==> src/rtl/dwt_pkg.sv <==
// Shared sizes, timing limits and FSM state type for the DWT tile sequencer.
package dwt_pkg;

  localparam int DATA_W  = 64;
  localparam int ROWS    = 8;
  localparam int PTR_W   = $clog2(ROWS);

  // Cycles after issue before dwt_valid is trusted (stale pipeline flush).
  localparam int MIN_LAT = 4;
  // Cycles after issue at which the tile is captured regardless of dwt_valid.
  localparam int TIMEOUT = 64;
  localparam int CNT_W   = $clog2(TIMEOUT + 1);

  typedef enum logic [1:0] {
    LOAD  = 2'd0,
    WAIT  = 2'd1,
    DRAIN = 2'd2
  } state_e;

endpackage

==> src/rtl/dwt_row_buf.sv <==
// ROWS x DATA_W register file: single-row write, full parallel load,
// indexed read of one row and a flat read of all rows (row k at [64k+63:64k]).
module dwt_row_buf
  import dwt_pkg::*;
(
  input  logic                   clk,
  input  logic                   rst,
  input  logic                   wr_en,
  input  logic [PTR_W-1:0]       wr_idx,
  input  logic [DATA_W-1:0]      wr_data,
  input  logic                   ld_en,
  input  logic [ROWS*DATA_W-1:0] ld_data,
  input  logic [PTR_W-1:0]       rd_idx,
  output logic [DATA_W-1:0]      rd_data,
  output logic [ROWS*DATA_W-1:0] rd_all
);

  logic [DATA_W-1:0] mem [ROWS];

  // Storage: parallel load has priority over a single-row write.
  always_ff @(posedge clk) begin
    if (rst) begin
      for (int k = 0; k < ROWS; k++) mem[k] <= '0;
    end else if (ld_en) begin
      for (int k = 0; k < ROWS; k++) mem[k] <= ld_data[k*DATA_W +: DATA_W];
    end else if (wr_en) begin
      mem[wr_idx] <= wr_data;
    end
  end

  // Flat view of the whole tile, row 0 in the low bits.
  always_comb begin
    rd_all = '0;
    for (int k = 0; k < ROWS; k++) rd_all[k*DATA_W +: DATA_W] = mem[k];
  end

  assign rd_data = mem[rd_idx];

endmodule

==> src/rtl/dwt_tile_ctrl.sv <==
// Tile sequencer for the 8x8 2D-DWT: gathers eight rows, holds them on the
// DWT inputs until coefficients are valid (or a timeout), then streams the
// eight coefficient rows out one per handshake.
//
//   state | meaning
//   LOAD  | accepting upstream rows into the input buffer
//   WAIT  | tile issued to DWT; counting latency, waiting for dwt_valid
//   DRAIN | coefficient rows presented downstream, one per handshake
module dwt_tile_ctrl
  import dwt_pkg::*;
(
  input  logic                   clk,
  input  logic                   rst,
  input  logic                   s_valid,
  output logic                   s_ready,
  input  logic [DATA_W-1:0]      s_data,
  output logic [ROWS*DATA_W-1:0] dwt_inp,
  input  logic [ROWS*DATA_W-1:0] dwt_outp,
  input  logic                   dwt_valid,
  output logic                   m_valid,
  input  logic                   m_ready,
  output logic [DATA_W-1:0]      m_data,
  output logic [2:0]             m_row,
  output logic                   busy,
  output logic                   err_timeout,
  output logic [15:0]            tile_count
);

  state_e           state_q, state_d;
  logic [PTR_W-1:0] wr_ptr_q, rd_ptr_q;
  logic [CNT_W-1:0] cnt_q;
  logic             s_acc, m_acc;
  logic             cap, cap_to;

  // The input buffer is only read flat and the output buffer only by index;
  // the other read port of each is left dangling.
  logic [DATA_W-1:0]      in_buf_rd_unused;
  logic [ROWS*DATA_W-1:0] out_buf_all_unused;

  // State register.
  always_ff @(posedge clk) begin
    if (rst) state_q <= LOAD;
    else     state_q <= state_d;
  end

  // Next state, handshake outputs and capture decision.
  always_comb begin
    state_d = state_q;
    s_ready = 1'b0;
    m_valid = 1'b0;
    busy    = 1'b0;
    cap     = 1'b0;
    cap_to  = 1'b0;
    case (state_q)
      LOAD: begin
        // Held low during reset so nothing is accepted into a tile being discarded.
        s_ready = !rst;
        if (s_valid && !rst && wr_ptr_q == PTR_W'(ROWS - 1)) state_d = WAIT;
      end
      WAIT: begin
        busy   = 1'b1;
        cap_to = (cnt_q == CNT_W'(TIMEOUT));
        cap    = ((cnt_q >= CNT_W'(MIN_LAT)) && dwt_valid) || cap_to;
        if (cap) state_d = DRAIN;
      end
      DRAIN: begin
        busy    = 1'b1;
        m_valid = 1'b1;
        if (m_ready && rd_ptr_q == PTR_W'(ROWS - 1)) state_d = LOAD;
      end
      default: state_d = LOAD;
    endcase
  end

  assign s_acc = s_valid && s_ready;
  assign m_acc = m_valid && m_ready;

  // Row pointers, latency counter and sticky status.
  always_ff @(posedge clk) begin
    if (rst) begin
      wr_ptr_q    <= '0;
      rd_ptr_q    <= '0;
      cnt_q       <= '0;
      err_timeout <= 1'b0;
      tile_count  <= '0;
    end else begin
      // Pointers wrap 7 -> 0 on the last row, which leaves them ready for the next tile.
      if (s_acc) wr_ptr_q <= wr_ptr_q + 1'b1;
      if (m_acc) rd_ptr_q <= rd_ptr_q + 1'b1;

      if (state_q != WAIT)                 cnt_q <= '0;
      else if (cnt_q != CNT_W'(TIMEOUT))   cnt_q <= cnt_q + 1'b1;

      // A timeout capture with dwt_valid also high at that cycle is a normal capture.
      if (cap_to && !dwt_valid) err_timeout <= 1'b1;

      if (m_acc && rd_ptr_q == PTR_W'(ROWS - 1)) tile_count <= tile_count + 16'd1;
    end
  end

  dwt_row_buf u_in_buf (
    .clk     (clk),
    .rst     (rst),
    .wr_en   (s_acc),
    .wr_idx  (wr_ptr_q),
    .wr_data (s_data),
    .ld_en   (1'b0),
    .ld_data ('0),
    .rd_idx  ('0),
    .rd_data (in_buf_rd_unused),
    .rd_all  (dwt_inp)
  );

  dwt_row_buf u_out_buf (
    .clk     (clk),
    .rst     (rst),
    .wr_en   (1'b0),
    .wr_idx  ('0),
    .wr_data ('0),
    .ld_en   (cap),
    .ld_data (dwt_outp),
    .rd_idx  (rd_ptr_q),
    .rd_data (m_data),
    .rd_all  (out_buf_all_unused)
  );

  assign m_row = rd_ptr_q;

endmodule

==> config.mk <==
export PLATFORM = sky130hd
export DESIGN_NAME = dwt_tile_ctrl
export DESIGN_NICKNAME = d
export VERILOG_FILES = /design/src/rtl/dwt_pkg.sv /design/src/rtl/dwt_row_buf.sv /design/src/rtl/dwt_tile_ctrl.sv
export SDC_FILE = /design/constraint.sdc
export NUM_CORES = 1
export LEC_CHECK = 0
export ABC_AREA = 1
export ABC_CLOCK_PERIOD_IN_PS = 44200
export CAP_MARGIN = 20
export CORE_AREA = 2 2 454 456
export CTS_CLUSTER_DIAMETER = 50
export DETAILED_ROUTE_END_ITERATION = 10
export DIE_AREA = 0 0 456 458
export PLACE_DENSITY = 0.39
export SLEW_MARGIN = 20
export SYNTH_ARGS = -nofsm -noshare
export SYNTH_HDL_FRONTEND = slang
export SYNTH_SLANG_ARGS = --single-unit
==> constraint.sdc <==
create_clock -name clk -period 44.2 [get_ports clk]
set_input_delay 4.42 -clock clk [delete_from_list [all_inputs] [get_ports clk]]
set_output_delay 4.42 -clock clk [all_outputs]
set_load 0.1 [all_outputs]
# After elaboration in Yosys (flattened, before gate mapping)
# Memories as Yosys holds them, arrays and structs flattened. A register that Yosys moved wholly into a read port is not among the register bits.
# Cells that the tools add are included.
totals:
  reg_bits: 32
  latch_bits: 0
  mem_bits_rw: 1024
  romBits: 0
  inputBits: 581
  output_inout_bits: 599
  elab_cells: 77
  n_memories: 2
classes:
  add_sub_neg: 4
  n_mul: 0
  div_mod_pow: 0
  n_lt_le_gt_ge: 1
  n_eq_ne: 10
  shifts: 0
  n_mux: 30
  bitwise: 8
  n_reduce_logical: 16
mem_list:
  columns: ["name", "depth", "width", "rd", "rd_ports_with_merged_regs", "write_ports", "line", "text"]
  rows:
  - ["u_in_buf.mem", 8, 64, 8, 0, 8, "dwt_row_buf.sv:18", "logic [DATA_W-1:0] mem [ROWS];"]
  - ["u_out_buf.mem", 8, 64, 1, 1, 8, "dwt_row_buf.sv:18", null]
op_table:
  columns: ["cell", "n"]
  rows:
  - ["$mux 64", 9]
  - ["$reduce_or 64->1", 1]
  - ["$add 16x1->16 const B", 1]
  - ["$mux 1", 14]
  - ["$mux 3", 3]
  - ["$logic_and 1x1->1", 8]
  - ["$or 1x1->1", 8]
  - ["$add 7x1->7 const B", 1]
  - ["$eq 7x7->1 const B", 1]
  - ["$ge 7x3->1 const B", 1]
  - ["$ne 7x7->1 const B", 1]
  - ["$add 3x1->3 const B", 2]
  - ["$eq 3x3->1 const B", 2]
  - ["$mux 2", 3]
  - ["$ne 2x2->1 const B", 3]
  - ["$pmux 2 s3", 1]
  - ["$reduce_or 2->1", 2]
  - ["$reduce_and 3->1", 1]
  - ["$eq 2x1->1 const B", 1]
  - ["$eq 2x2->1 const B", 1]
  - ["$logic_not 1->1", 2]
  - ["$logic_not 2->1", 1]
  - ["$ne 2x1->1 const B", 1]
  - ["$logic_or 1x1->1", 1]

# Longest topological paths before layout
# Gate-level depths: netlist of the first run.
logic_depth:
  word_depth: 8
  depth_mapped: 10
  ltp_nobuf: 10

# By module
# Synthesis of the first run repeated with hierarchy kept, for this count alone.
hier_totals:
  cells_unflattened: 7683
  area_unflattened_um2: 59366.9
by_module_without_submodules:
  columns: ["module", "instances", "cells_per_inst", "area_each_um2", "seq_area_each_um2"]
  rows:
  - ["dwt_row_buf at u_in_buf", 1, 3724, 29010.3, 15374.7]
  - ["dwt_row_buf at u_out_buf", 1, 3724, 28675.0, 15374.7]
  - ["dwt_tile_ctrl", 1, 235, 1681.6, 640.6]

# Worst setup path before layout of the first run
# OpenSTA, ideal clock, no wires.
synth_timing:
  kind: "input to register"
  startpoint: "in rst"
  endpoint: "mem u_out_buf.mem[0][0], enable pin"
  setup_ns: 3.632
  arrival_time_ns: 13.290
  required_time_ns: 40.568
  path_slack_ns: 27.278
  cell_stages: 4
  path_buffers: 2
  path_cell_list: "inv_1 > clkbuf_1 > clkbuf_1 > nand2_1"
synth_rtl:
  columns: ["item", "line", "text"]
  rows:
  - ["from (decl)", "dwt_tile_ctrl.sv:13", "input logic rst,"]
  - ["to (decl)", "dwt_row_buf.sv:18", null]

# Worst setup path after layout of the first run
layout_timing:
  startpoint: "in rst"
  endpoint: "out s_ready"
layout_via:
  elab_chain_cells: 2
layout_lines:
  columns: ["item", "line", "text"]
  rows:
  - ["$logic_not 1->1", "dwt_tile_ctrl.sv:57", "s_ready = !rst;"]
  - ["$mux 1", "dwt_tile_ctrl.sv:54", "case (state_q)"]
  - ["to (decl)", "dwt_tile_ctrl.sv:15", "output logic s_ready,"]
# Every way passes these cells.

==> run summary, run 1 <==
==============================================================================
Final Net Count                                                           5749
First-pass detailed-route iteration total                                    5
Detailed-routed wire length on met3                                   12600 um
Final core utilization                                                   31.1%
Core area                                                          0.204 sq mm
Routability congestion estimate from global placement                    0.848
Area of the multi-input gates                                     0.00885 sq mm
Unrepaired setup endpoints after global routing                          false
Total number of H-tree levels                                                4
Number of filler cells placed in the layout                              21100
Number of I/O port buffers                                                1179
Worst setup SP type                                                  input pin
CTS clk-pin slew, worst paths                                            60 ps
FF/Latch Area                                                     0.0315 sq mm
Yosys warning total                                                          0
Final worst clock skew                                                 37.9 ps
Commonest register cell after synthesis                           sky130_fd_sc_hd__edfxtp_1
Per-cell routed wire length                                            22.9 um
Largest net degree at the start of global routing                          109
Register area share after synthesis                                      72.2%
Initial drt markers                                                       2197
Top-level port count                                                      1180
Total global routing track utilization                                   17.0%
Final critical-path setup slack                                       33850 ps
Worst rel slew slack                                                     20.3%
Hold buffer count at cts                                                     0
Slowest stage cell, crit path                                     sky130_fd_sc_hd__clkdlybuf4s50_1
Number of synthesized register bits                                       1059
Post-synth top area cell                                          sky130_fd_sc_hd__edfxtp_1
Buffer type at the clock tree root                                sky130_fd_sc_hd__clkbuf_16
TritonCTS clock tree                                                      done
Endpoint type of the worst setup path                               output pin
Routed length on met1                                                 71600 um
Maximum buffer depth of the clock tree                                       3
Layout overhead on the synthesized area                                  45.3%
Area fraction of the dominant cell type after synthesis                  70.6%
Register-to-register path setup slack                                 39940 ps
Maximum ir drop on the vdd rail                                    0.0000363 V
Maximum single-stage delay on the critical path                        1150 ps
Antenna violations before repair                                            46
Final Max Slew Viols                                                         0
Post-synth ARST share                                                       0%
Average cell area after synthesis                                   10.9 sq um
Post-detailed-route DRC marker count                                         0
Required @ worst endpoint                                             39780 ps
Standard-cell row count                                                    166
Number of vias in the routed layout                                      32200
Ratio of cells with drive above 1 in the final layout                    6.08%
Post-route minimum period                                             10350 ps
Top layer used by detailed routing                                        met5
Reported max-cap violation count                                             0
Main area contributors after synthesis                            sky130_fd_sc_hd__edfxtp_1, sky130_fd_sc_hd__nor2_1, sky130_fd_sc_hd__inv_1, sky130_fd_sc_hd__o21ai_0, sky130_fd_sc_hd__nand2_1
Final count of hold timing violations                                        0
Worst slack after detailed placement                                  33820 ps
Highest net fanout along the worst path                                     31
Buffers inserted by post-CTS timing repair                                   0
Die height                                                              458 um
Initial Util                                                             21.4%
Post-Route Hold Slack                                                   483 ps
Global route overflow                                                        0
Design Area, Final                                                0.0633 sq mm
Clock latency at the later pin of the worst-skew pair                   810 ps
Post-detailed-route via-to-cell ratio                                     4.03
Cells along the critical path                                     buf_6 -> nor2_2 -> clkdlybuf4s50_1
Cell count after synthesis                                                3989
Via count of the first global-routing pass                               32200
Net count after synthesis                                                 4582
Final critical-path share of the clock period                            23.4%
WP data arrival                                                        5930 ps
Half-perimeter wire length of the detailed placement result          128000 um
Number of nets with antenna violations after routing                         0
Clock Sink Count                                                          1059
Chip Width                                                              456 um
Final setup vio count                                                        0
Static power due to leakage                                            25.5 nW
Achievable clock frequency                                          0.0966 GHz
Type of the setup path with the least slack                          in -> out
Global-route wire length before repair                               252000 um
Area of the die                                                    0.209 sq mm
Number of gates given a new drive strength after cts                         0
Power Dens Cells                                                  50.5 mW/mm^2
Number of flops mapped to enable cells by yosys                           1024
Total Wirelength                                                     183000 um
Routed length on met2                                                 94400 um
Standard cell area after detailed placement                       0.0581 sq mm
Class of the tightest hold or removal check                         reg -> reg
Number of different library cells in the post-synthesis netlist             28
Post-synthesis instance area                                      0.0436 sq mm
Slew at the pin closest to its max-slew limit                          1190 ps
Result of the run                                                 finished clean
Setup Total Neg Slack                                                     0 ps
Cts bufs inserted                                                          155
==============================================================================
==> cell families (layout without fill, tap and decap cells) <==
| group | count (synthesis) | in the layout | share of synthesized area (%) |
|---|---|---|---|
| AO/OA/AOI/OAI | 419 | 419 | 5.02 |
| XOR/XNOR | 5 | 5 | 0.101 |
| adder cells (fa/ha/maj) | 12 | 12 | 0.345 |
| buffers and inverters | 826 | 2116 | 7.80 |
| flip-flops | 1059 | 1059 | 72.2 |
| other | 0 | 17 | 0 |
| AND/OR/NAND/NOR | 1668 | 1668 | 14.5 |
==> path summary, 6_finish.rpt <==
path / cells after the start / to / from
max: 3 / s_ready / rst
min: 1 / err_timeout / err_timeout
max reg2reg: 9 / u_out_buf.mem[1][7] / state_q[1]
min reg2reg: 1 / err_timeout / err_timeout
==> state kept, by name, indices dropped and copies added (netlist names), named ones only <==
register,count
cnt_q,7
u_in_buf.mem,512
u_out_buf.mem,512
tile_count,16
state_q,2
wr_ptr_q,3
m_row,3
err_timeout,1
==> synthesized netlist by cell type, types with 17 or more instances <==
cell / instances
sky130_fd_sc_hd__nand2_1: 254
sky130_fd_sc_hd__nor2_1: 1381
sky130_fd_sc_hd__clkbuf_1: 74
sky130_fd_sc_hd__edfxtp_1: 1024
sky130_fd_sc_hd__dfxtp_1: 35
sky130_fd_sc_hd__a21oi_1: 82
sky130_fd_sc_hd__buf_2: 105
sky130_fd_sc_hd__o21ai_1: 17
sky130_fd_sc_hd__o21ai_0: 252
sky130_fd_sc_hd__a31oi_1: 64
sky130_fd_sc_hd__inv_1: 611
==> routing by layer <==
metal  track usage, %  vias to the layer above
met2             30.3                     1084
li1                 -                    15200
met1             19.4                    15600
met3             4.95                      265
met5                0                        -
met4             5.38                       26
==> report_power, final <==
group,total [mW],switching (mW),internal (mW)
Combinational,0.782,0.610,0.172
Sequential,1.18,0.0221,1.16
Clock,1.24,0.496,0.739
==> metrics by stage <==
stage	cells	total power, mW
global placement	7686	2.00
detailed placement	7686	2.00
floorplan	3989	1.74
finish	7984	3.20
global route	7981	3.31
CTS	7966	3.25
==> critical path: cells and delay by family <==
kind / cells / cell delay [ps]
and+or+nand+nor: 1 / 190
buffers and inverters: 2 / 1310
==> placed cells by master (no fill, tap or decap), types with 6 or more instances in the layout <==
cell type                            n
sky130_fd_sc_hd__diode_2            17
sky130_fd_sc_hd__ha_1               12
sky130_fd_sc_hd__o21ai_0           252
sky130_fd_sc_hd__bufinv_16          13
sky130_fd_sc_hd__nor2_1           1381
sky130_fd_sc_hd__edfxtp_1         1024
sky130_fd_sc_hd__a21oi_1            82
sky130_fd_sc_hd__nand4_1             6
sky130_fd_sc_hd__clkdlybuf4s50_1  1165
sky130_fd_sc_hd__clkbuf_1           26
sky130_fd_sc_hd__dfxtp_1            32
sky130_fd_sc_hd__inv_1             610
sky130_fd_sc_hd__o21ai_1            17
sky130_fd_sc_hd__clkinv_1           22
sky130_fd_sc_hd__a31oi_1            64
sky130_fd_sc_hd__clkinvlp_4          7
sky130_fd_sc_hd__nand2_1           237
sky130_fd_sc_hd__inv_6              12
sky130_fd_sc_hd__clkbuf_16         156
sky130_fd_sc_hd__clkinv_2           18
sky130_fd_sc_hd__buf_4              50
sky130_fd_sc_hd__nand2_4            17
sky130_fd_sc_hd__clkinv_4           12
sky130_fd_sc_hd__nand3_1            16
==> area by class of cell <==
class | count | share of cell area (%)
Antenna cell | 17 | 0.0672
Clock buffer | 186 | 6.41
Clock inverter | 94 | 1.70
Inverter | 613 | 3.66
Multi-Input combinational cell | 2104 | 14.0
Sequential cell | 1059 | 49.7
Tap cell | 2688 | 5.31
Timing Repair Buffer | 1223 | 19.2
No activity file was read; power rests on OpenSTA's default activity.
==> inputs of run 2 (changes only) <==
--- a/config.mk
+++ b/config.mk
@@ -6,12 +6,12 @@
 export NUM_CORES = 1
 export LEC_CHECK = 0
 export ABC_AREA = 1
-export ABC_CLOCK_PERIOD_IN_PS = 44200
+export ABC_CLOCK_PERIOD_IN_PS = 8990
 export CAP_MARGIN = 20
-export CORE_AREA = 2 2 454 456
+export CORE_AREA = 2 2 466 468
 export CTS_CLUSTER_DIAMETER = 50
 export DETAILED_ROUTE_END_ITERATION = 10
-export DIE_AREA = 0 0 456 458
+export DIE_AREA = 0 0 468 470
 export PLACE_DENSITY = 0.39
 export SLEW_MARGIN = 20
 export SYNTH_ARGS = -nofsm -noshare
==> constraint.sdc (replaced) <==
create_clock -name clk -period 8.99 [get_ports clk]
set_input_delay 0.899 -clock clk [delete_from_list [all_inputs] [get_ports clk]]
set_output_delay 0.899 -clock clk [all_outputs]
set_load 0.1 [all_outputs]
==> run summary, run 2 (synthesized netlist as in run 1, its figures left out) <==
==========================================================================
Result of the run                                             finished clean
First-pass detailed-route iteration total                                7   +2
Final Max Slew Viols                                                     0   unchanged
Maximum single-stage delay on the critical path                    1290 ps   +140 ps
Top-level port count                                                  1180   unchanged
Final critical-path setup slack                                    3010 ps   -30840 ps
Worst setup SP type                                               register
Worst rel slew slack                                                 21.0%   +0.72 points
Standard cell area after detailed placement                   0.0583 sq mm   +0.36%
Top Registers                                                 u_in_buf.mem x512, u_out_buf.mem x512, tile_count x16
Standard-cell row count                                                171   +3.0%
Power consumption                                                  15.9 mW   +400%
Final critical-path share of the clock period                        66.5%
Ratio of cells with drive above 1 in the final layout                6.20%   +0.12 points
Static power due to leakage                                        25.5 nW   about the same
Cells along the critical path                                 buf_4 -> buf_4 -> o21ai_0 -> o21ai_0 -> a21oi_1 -> a31oi_1 -> clkdlybuf4s50_1
Global route overflow                                                    0   unchanged
Cts bufs inserted                                                      155   unchanged
Number of vias in the routed layout                                  32600   +1.4%
Post-detailed-route DRC marker count                                     0   unchanged
Reported max-cap violation count                                         0   unchanged
Leading cell type in the layout, fill and taps excluded       sky130_fd_sc_hd__nor2_1
Maximum ir drop on the vdd rail                                 0.000184 V   +410%
Via count of the first global-routing pass                           32700   +1.4%
Largest net degree at the start of global routing                      176   +61%
Required @ worst endpoint                                          8090 ps   -31690 ps
Initial drt markers                                                   2455   +12%
Slowest stage cell, crit path                                 sky130_fd_sc_hd__clkdlybuf4s50_1
Half-perimeter wire length of the detailed placement result      136000 um   +6.1%
Antenna violations before repair                                        56   +22%
Total number of H-tree levels                                            4   unchanged
TritonCTS clock tree                                                  done
Slew at the pin closest to its max-slew limit                      1180 ps   -10.8 ps
Number of I/O port buffers                                            1179   unchanged
Total Wirelength                                                 189000 um   +3.5%
Post-detailed-route via-to-cell ratio                                 4.01   -0.59%
Achievable clock frequency                                       0.167 GHz
Final worst clock skew                                             36.6 ps   -1.34 ps
Setup Total Neg Slack                                                 0 ps   unchanged
CTS clk-pin slew, worst paths                                        50 ps   about the same
Commonest non-fill, non-tap cells in the layout               sky130_fd_sc_hd__nor2_1, sky130_fd_sc_hd__clkdlybuf4s50_1, sky130_fd_sc_hd__edfxtp_1, sky130_fd_sc_hd__inv_1, sky130_fd_sc_hd__o21ai_0
Class of the tightest hold or removal check                     reg -> reg
Maximum buffer depth of the clock tree                                   3   unchanged
Chip Width                                                          468 um   +2.6%
Number of nets with antenna violations after routing                     0   unchanged
Global-route wire length before repair                           258000 um   +2.2%
Worst slack after detailed placement                               3700 ps   -30120 ps
Unrepaired setup endpoints after global routing                      false
Post-route minimum period                                          5980 ps
Type of the setup path with the least slack                     reg -> out
Buffer type at the clock tree root                            sky130_fd_sc_hd__clkbuf_16
Highest net fanout along the worst path                                 81   +160%
Routability congestion estimate from global placement                0.846   -0.20%
Per-cell routed wire length                                        23.3 um   +1.5%
Clock latency at the later pin of the worst-skew pair               800 ps   about the same
Total global routing track utilization                               16.6%   -0.37 points
Power Dens Cells                                               250 mW/mm^2   +400%
Die height                                                          470 um   +2.6%
Final Net Count                                                       5739   -0.17%
Core area                                                      0.216 sq mm   +5.8%
Dpl cells                                                             7843   +2.0%
Final core utilization                                               29.5%   -1.6 points
Final setup vio count                                                    0   unchanged
Area of the die                                                0.220 sq mm   +5.3%
Clock Sink Count                                                      1059   unchanged
Buffers inserted by post-CTS timing repair                               0   unchanged
Endpoint type of the worst setup path                           output pin
WP data arrival                                                    5080 ps   -850 ps
Layout overhead on the synthesized area                              46.0%
Hold buffer count at cts                                                 0   unchanged
Initial Util                                                         20.2%   -1.2 points
Number of gates given a new drive strength after cts                     0   unchanged
Final count of hold timing violations                                    0   unchanged
Design Area, Final                                            0.0636 sq mm   +0.49%
Post-Route Hold Slack                                               469 ps   -14.7 ps
Post-route insts no fill                                              8142   +2.0%
==========================================================================
run 2: cell count changes in the layout (fill, tap and decap cells not counted), moves of 3 or more:
cell	delta
sky130_fd_sc_hd__buf_4	-12
sky130_fd_sc_hd__clkinvlp_4	+10
sky130_fd_sc_hd__clkbuf_1	-8
sky130_fd_sc_hd__bufinv_16	+6
sky130_fd_sc_hd__buf_12	+4
sky130_fd_sc_hd__clkbuf_8	-4
sky130_fd_sc_hd__clkdlybuf4s50_1	-4
sky130_fd_sc_hd__clkinv_4	-4
sky130_fd_sc_hd__inv_8	+3
run 2: path summary, 6_finish.rpt:
kind,startpoint,end,slack (ps),cells past startpoint
hold / removal,err_timeout,err_timeout,470,1
setup reg to reg,state_q[1],u_in_buf.mem[7][7],5490,9
hold reg to reg,err_timeout,err_timeout,470,1
setup / recovery,register,m_data[22],3010,7
run 2: where the power goes:
part	switching, mW	total [mW]	internal (mW)	leakage, nW
logic	3.04	3.89	0.841	12.2
clock network	2.45	6.23	3.79	2.52
registers	0.104	5.80	5.70	10.8
total	5.59	15.9	10.3	25.5
run 2: final cells by class:
cell class,count,area [sq um]
fillers,22500,152000
flip-flops and latches,1059,31500
repair buffers,1213,12100
multi-input cells,2104,8860
clock buffers,175,4000
well taps,2854,3570
inverters,613,2310
clock inverters,107,1260
diodes,17,42.5
run 2: metal layers:
| layer | share of wire, % | GRT usage (%) | up-vias |
|---|---|---|---|
| met2 | 48 | 27.3 | 1310 |
| met5 | 0.15 | 0 | - |
| met3 | 8.1 | 5.38 | 288 |
| li1 | - | - | 15200 |
| met1 | 40 | 19.9 | 15800 |
| met4 | 3.4 | 6.94 | 42 |
run 2: critical path: cells and delay by family, from the launching register on:
kind	cells	cell delay [ps]
buffers and inverters	3	2700
AO/OA/AOI/OAI	4	1130
flip-flops	1	360
